### src/rtl/seq_restoring_divider.sv
// Sequential restoring divider: 2*DW-bit unsigned dividend / DW-bit unsigned
// divisor. It produces one quotient bit per clock and uses valid/ready
// handshakes on both the input and output side.
module seq_restoring_divider #(
  parameter int unsigned DW = 16
) (
  input  logic            clk,
  input  logic            rst_n,
  input  logic            in_valid,
  output logic            in_ready,
  input  logic [2*DW-1:0] dividend,
  input  logic [DW-1:0]   divisor,
  output logic            out_valid,
  input  logic            out_ready,
  output logic [2*DW-1:0] quotient,
  output logic [DW-1:0]   remainder,
  output logic            div_by_zero,
  output logic            busy
);

  localparam int unsigned QW = 2 * DW;
  localparam int unsigned CW = $clog2(QW) + 1;

  typedef enum logic [1:0] {
    IDLE,
    CALC,
    DONE
  } state_t;

  state_t          state;
  logic [QW-1:0]   shreg;      // dividend bits shift out the top, quotient bits shift in at the bottom
  logic [DW-1:0]   dvsr;
  logic [DW-1:0]   prem;       // partial remainder; stays below dvsr between iterations
  logic [CW-1:0]   cnt;

  logic [DW:0]     shifted;
  logic [DW:0]     trial;
  logic            qbit;
  logic [DW-1:0]   prem_next;
  logic [QW-1:0]   shreg_next;

  // One restoring step. The DW+1-bit shifted value is the full partial
  // remainder. Because prem < dvsr, a non-negative trial always fits in DW
  // bits. When the trial goes negative, its wrapped value keeps the top bit set.
  always_comb begin
    shifted    = {prem, shreg[QW-1]};
    trial      = shifted - {1'b0, dvsr};
    qbit       = ~trial[DW];
    prem_next  = qbit ? trial[DW-1:0] : shifted[DW-1:0];
    shreg_next = {shreg[QW-2:0], qbit};
  end

  // Control FSM and datapath registers. Handshake outputs are registered decodes of the state.
  always_ff @(posedge clk or negedge rst_n) begin
    if (!rst_n) begin
      state       <= IDLE;
      shreg       <= '0;
      dvsr        <= '0;
      prem        <= '0;
      cnt         <= '0;
      in_ready    <= 1'b1;
      out_valid   <= 1'b0;
      busy        <= 1'b0;
      quotient    <= '0;
      remainder   <= '0;
      div_by_zero <= 1'b0;
    end else begin
      unique case (state)
        IDLE: begin
          if (in_valid) begin
            shreg    <= dividend;
            dvsr     <= divisor;
            prem     <= '0;
            cnt      <= '0;
            in_ready <= 1'b0;
            busy     <= 1'b1;
            if (divisor == '0) begin
              state       <= DONE;
              out_valid   <= 1'b1;
              quotient    <= '1;
              remainder   <= dividend[DW-1:0];
              div_by_zero <= 1'b1;
            end else begin
              state <= CALC;
            end
          end
        end
        CALC: begin
          shreg <= shreg_next;
          prem  <= prem_next;
          cnt   <= cnt + 1'b1;
          if (cnt == CW'(QW - 1)) begin
            state     <= DONE;
            out_valid <= 1'b1;
            quotient  <= shreg_next;
            remainder <= prem_next;
          end
        end
        DONE: begin
          if (out_ready) begin
            state       <= IDLE;
            out_valid   <= 1'b0;
            div_by_zero <= 1'b0;
            in_ready    <= 1'b1;
            busy        <= 1'b0;
          end
        end
        default: begin
          state     <= IDLE;
          in_ready  <= 1'b1;
          out_valid <= 1'b0;
          busy      <= 1'b0;
        end
      endcase
    end
  end

endmodule
### config.mk
export PLATFORM = sky130hd
export DESIGN_NAME = seq_restoring_divider
export DESIGN_NICKNAME = d
export VERILOG_FILES = /design/src/rtl/seq_restoring_divider.sv
export SDC_FILE = /design/constraint.sdc
export NUM_CORES = 1
export LEC_CHECK = 0
export BUFFER_PORTS_ARGS = -buffer_cell sky130_fd_sc_hd__buf_4
export CORE_MARGIN = 4
export CORE_UTILIZATION = 45
export CTS_CLUSTER_DIAMETER = 120
export DETAILED_ROUTE_END_ITERATION = 12
export HOLD_SLACK_MARGIN = 0.06
export MAX_ROUTING_LAYER = met4
export PLACE_DENSITY = 0.79
export SYNTH_ARGS = -nofsm -noshare
export SYNTH_HDL_FRONTEND = slang
export SYNTH_SLANG_ARGS = --single-unit
### constraint.sdc
create_clock -name clk -period 2.5 [get_ports clk]
set_input_delay 0.5 -clock clk [delete_from_list [all_inputs] [get_ports clk]]
set_output_delay 0.5 -clock clk [all_outputs]
set_load 0.02 [all_outputs]
# Yosys cells after proc, flatten, opt, wreduce, memory -nomap -nowiden

Index checks and enable logic that the tools add are counted.

Add/subtract/negate cells: 2
Multipliers: 0
Div/mod/pow operators: 0
$lt $le $gt $ge: 0
Equality and inequality tests: 7
Shift-type cells: 0
Muxes and demuxes: 31
Bitwise logic cells: 2
Reduce and logical (&&, ||, !) cells: 11

Operators by type and width:

| kind                                                                   | count |
|---|---|
| 32-bit 2-to-1 mux                                                      | 4 |
| 32-bit case mux with 2 select lines                                    | 2 |
| 16-bit 2-to-1 mux                                                      | 5 |
| 16-bit case mux with 2 select lines                                    | 2 |
| 17-bit by 16-bit subtractor with 17-bit output                         | 1 |
| 16-bit zero test                                                       | 1 |
| 6-bit case mux with 2 select lines                                     | 1 |
| 4-bit AND reduction                                                    | 3 |
| 1-bit case mux with 3 select lines                                     | 3 |
| 2-bit 2-to-1 mux                                                       | 4 |
| 2-bit != test (second input constant)                                  | 4 |
| 1-bit 2-to-1 mux                                                       | 7 |
| 6-bit by 1-bit adder with 6-bit output (second input constant)         | 1 |
| 6-bit by 5-bit equality test with 1-bit output (second input constant) | 1 |
| 6-bit 2-to-1 mux                                                       | 1 |
| 2-bit case mux with 3 select lines                                     | 1 |
| 3-bit AND reduction                                                    | 2 |
| 2-bit AND reduction                                                    | 2 |
| 2-bit nonzero test                                                     | 2 |
| 2-bit by 1-bit equality test with 1-bit output (second input constant) | 1 |
| 2-bit equality test (second input constant)                            | 1 |
| 2-bit zero test                                                        | 1 |
| 1-bit inverter                                                         | 2 |
| 1-bit case mux with 2 select lines                                     | 1 |

Register bits: 124
Bits in latches: 0
Bits in writable memories: 0
ROM bits: 0
Bits of input ports: 52
Output and inout port bits: 52
Word-level logic and storage cells: 64
Memories kept: 0

# Depth between registers and ports, before layout

Word-level depth: 4
Depth in mapped cells: 12
Gate-level depth less buffers: 10

# Worst setup path before layout

Ideal clock, no wire load.

Path type: register -> register
Start: reg shreg[31]
End: reg remainder[8]
Library setup time: 0.084 ns
Data arrival time: 2.530 ns
Required time: 2.416 ns
Path slack: -0.114 ns
Cell stages (with the launch flop): 11
Buffers on the path: 0
Clock period less this slack: 2.614 ns
Cells stage by stage: dfrtp_1 > inv_1 > ha_1 > fa_1 > nand2b_1 > a21oi_1 > o21ai_1 > o211a_4 > and2_4 > or4b_4 > a41oi_2

Word-level cells in the longest chain between the ends: 4

RTL lines:

| element                                        | line | text |
|---|---|---|
| start: declaration                             | 31   | `logic [QW-1:0] shreg;` |
| start signal: assignment                       | 71   | `shreg <= dividend;` |
| start signal: assignment                       | 89   | `shreg <= shreg_next;` |
| 17-bit by 16-bit subtractor with 17-bit output | 47   | `trial = shifted - {1'b0, dvsr};` |
| 16-bit 2-to-1 mux                              | 49   | `prem_next = qbit ? trial[DW-1:0] : shifted[DW-1:0];` |
| 16-bit 2-to-1 mux                              | 92   | `if (cnt == CW'(QW - 1)) begin` |
| 16-bit case mux with 2 select lines            | 68   | `unique case (state)` |
| end signal: assignment                         | 81   | `remainder <= dividend[DW-1:0];` |
| end signal: assignment                         | 96   | `remainder <= prem_next;` |
| end: declaration                               | 16   | `output logic [DW-1:0] remainder,` |

Every way passes these cells. The select of a mux whose other input is x is not followed.
A chain may end at the register's enable or synchronous reset.

# Worst setup path in the final report

Start: reg dvsr[3]
End: reg remainder[10]

Word-level cells in the longest chain between the ends: 4

RTL lines:

| element                                        | line | text |
|---|---|---|
| start: declaration                             | 32   | `logic [DW-1:0] dvsr;` |
| start signal: assignment                       | 72   | `dvsr <= divisor;` |
| 17-bit by 16-bit subtractor with 17-bit output | 47   |  |
| 16-bit 2-to-1 mux                              | 49   |  |
| 16-bit 2-to-1 mux                              | 92   |  |
| 16-bit case mux with 2 select lines            | 68   |  |

Every way passes these cells. The select of a mux whose other input is x is not followed.

==> results by group <==
Timing
  – Minimum clock period: 2550 ps
  – RSZ-0062 raised after global routing: true
  – Final clock skew: 8.37 ps
  – Slew Limit Fails: 0
  – Final setup vio count: 1
  – WHS: 72.5 ps
  – Final hold violations: 0
  – Final Cycle Share: 102%
  – Max_slew headroom: 34.4%
  – Slew @ Worst Pin: 984 ps
  – Max Clk Rate: 392 MHz
  – Post-route setup slack: -49.3 ps

Routing
  – Iter 0 DRT Violations: 501
  – DRC viols: 0
  – Wire length per cell: 17.2 um
  – ANT nets after route: 0
  – DRT Wirelength: 17400 um
  – Vias post-DR: 5587
  – DRT Pass-1 Iters: 5
  – Vias per cell: 5.50

Clock tree
  – CTS tree: yes
  – Clock latency on the worst-skew pair: 420 ps
  – Clk slew on worst S/H paths: 50 ps
  – Total CTS buffers: 17
  – Clock Sinks: 124
  – Clock Tree Buf Depth: 2
  – CTS root buffer: clkbuf_16
  – H-tree levels: 4

Synthesis
  – Top FF cell, synth: dfrtp_1
  – Syn Nets: 758
  – Top cells by area, synth: dfrtp_1 (49%), nand2_1 (9.2%), o21ai_0 (7.9%)
  – Mapped Cells: 688
  – Mean Syn Cell Area: 9.07 um2
  – Yosys top cell area share: 49.3%
  – Async SR Flop Fraction: 100%
  – Cell variety after synth: 56
  – Number of synthesized flops with an enable pin: 0
  – Mapped cell area: 6240 um2
  – Yosys warnings: 0
  – Sequential area share after synthesis: 49.7%
  – Area leader, netlist: dfrtp_1
  – Yosys reg bits: 124

Power
  – Lkg Pwr: 3.96 nW
  – P_int: 8.11 mW
  – Power, Total: 14.4 mW
  – Sequential share of power: 25.7%
  – Clock power frac: 16.7%
  – PwrDens: 1710 nW/um2
  – Switching power: 6.26 mW
  – Combinational share of power: 57.6%
  – Sw frac: 43.6%
  – Maximum VDD drop: 0.710 mV

Setup path
  – Setup CP Type: reg -> reg
  – Crit path DAT: 2880 ps
  – WP data required: 2830 ps
  – Startpoint Class: flip-flop
  – Crit Path Max Fanout: 4
  – Worst Setup End Kind: flip-flop

Cells and area
  – ANT cells: 0
  – Final Util: 62.7%
  – Area grow syn2layout: 34.8%
  – Number of nets in the layout: 896
  – Commonest non-fill, non-tap cell in the layout: buf_4
  – Layout fillers: 1128
  – Area of the multi-input gates: 3170 um2
  – Most frequent cells in the layout: buf_4 (154), nand2_1 (153), dfrtp_1 (123)
  – Register Area: 3100 um2
  – Share of cells above drive strength 1: 28.7%

Floorplanning
  – Die H: 126 um
  – Initial core utilization: 46.6%
  – Boundary pin count: 104
  – Core box area: 13400 um2
  – Die ar.: 15800 um2
  – Rows: 42
  – Die Wd: 126 um

Placed design
  – IO Port Bufs: 103
  – GP Congestion: 0.871
  – Post-DP HPWL: 12200 um

Global routing
  – Initial antenna violation count: 0
  – Global Route Usage Sum: 22.4%
  – First-pass GRT wire length: 27700 um
  – Vias in the first global route: 5383
  – Grt total ovfl: 0
  – Largest net degree at the start of global routing: 55

Run
  – Max_cap viols: 0

Min path
  – Hold Crit Class: in -> async

Outcome
  – Failing checks: negative setup slack
  – Status: finished with violations
[area by class of cell]
class | instances | share of cell area (%)
Clock buffer | 22 | 5.40
Tap cell | 176 | 2.62
Clock inverter | 10 | 1.38
Timing Repair Buffer | 160 | 15.0
Sequential cell | 124 | 36.9
Inverter | 22 | 0.982
Multi-Input combinational cell | 501 | 37.7
[worst max-delay path, cell delays in order (launching register included)]
cell and delay, ps:
dfrtp_1 360, inv_1 80, ha_1 240, o211ai_1 280, a21oi_4 70, o21ai_1 410, a21boi_1 170, o21ai_0 200
or4b_4 510, a41oi_2 140
[kinds of logic after synthesis]
group | synth area share [%]
compound gates | 19.3
xor+xnor | 1.12
fa+ha+maj | 3.73
buf+inv | 4.05
flops | 49.7
mux | 4.69
simple gates | 17.4
[registers in the layout, indices dropped and copies added (netlist names), 2 cells and up]
name,count
state,2
cnt,6
dvsr,16
prem,16
remainder,16
shreg,32
quotient,32
[metal layers]
metal  part of all wire (%)  track usage (%)
met4                    2.5             7.76
met2                     49             35.4
met3                    5.0             5.50
met5                      0                -
met1                     43             28.3
[cell usage after synthesis, drive strengths merged (9+ instances only)]
library cell	count
nand2	153
dfrtp	123
o21ai	101
a21oi	35
nor2	34
clkbuf	31
mux2i	27
inv	22
nand3	19
ha	17
a21o	13
buf	10
a31oi	9
[stage by stage]
| stage | cell area (um2) | cells | setup TNS [ps] | worst slack, ps |
|---|---|---|---|---|
| detailed placement | 7580 | 979 | -264 | -112 |
| CTS | 8180 | 1013 | 0 | 1.94 |
| global placement | 7580 | 979 | -36.4 | -23.1 |
| finish | 8410 | 1015 | -49.3 | -49.3 |
| global route | 8410 | 1015 | -781 | -115 |
| floorplan | 6270 | 688 | -0.322 | -0.322 |
[path summary, 6_finish.rpt]
check | from | endpoint | slack, ps | depth (start not counted)
worst max-delay path | dvsr[3] | remainder[10] | -50 | 9
worst min-delay path | rst_n | prem[12] | 70 | 1
worst max register to register | dvsr[3] | remainder[10] | -50 | 9
worst min register to register | quotient[22] | quotient[22] | 460 | 2
max in group asynchronous | rst_n | cnt[2] | 1760 | 2
min in group clk | divisor[4] | dvsr[4] | 300 | 3
[power by group through the flow]
stage	clock [mW]	sequential [mW]	combinational, mW
2_1_floorplan	0	4.01	4.37
3_3_place_gp	0	3.66	7.30
3_5_place_dp	0	3.69	7.43
4_1_cts	2.41	3.67	7.58
5_1_grt	2.51	3.81	9.02
6_report	2.40	3.70	8.27
[timing repair]
| item | CTS | global route |
|---|---|---|
| cloned | 0 | 0 |
| hold endpoints to repair | 0 | 0 |
| setup endpoints to repair | 16 | 30 |
| hold buffers | 0 | 0 |
| setup buffers | 2 | 3 |
| resized for setup | 3 | 35 |
| pin swaps | 5 | 5 |
No activity file was read; power rests on OpenSTA's default activity.
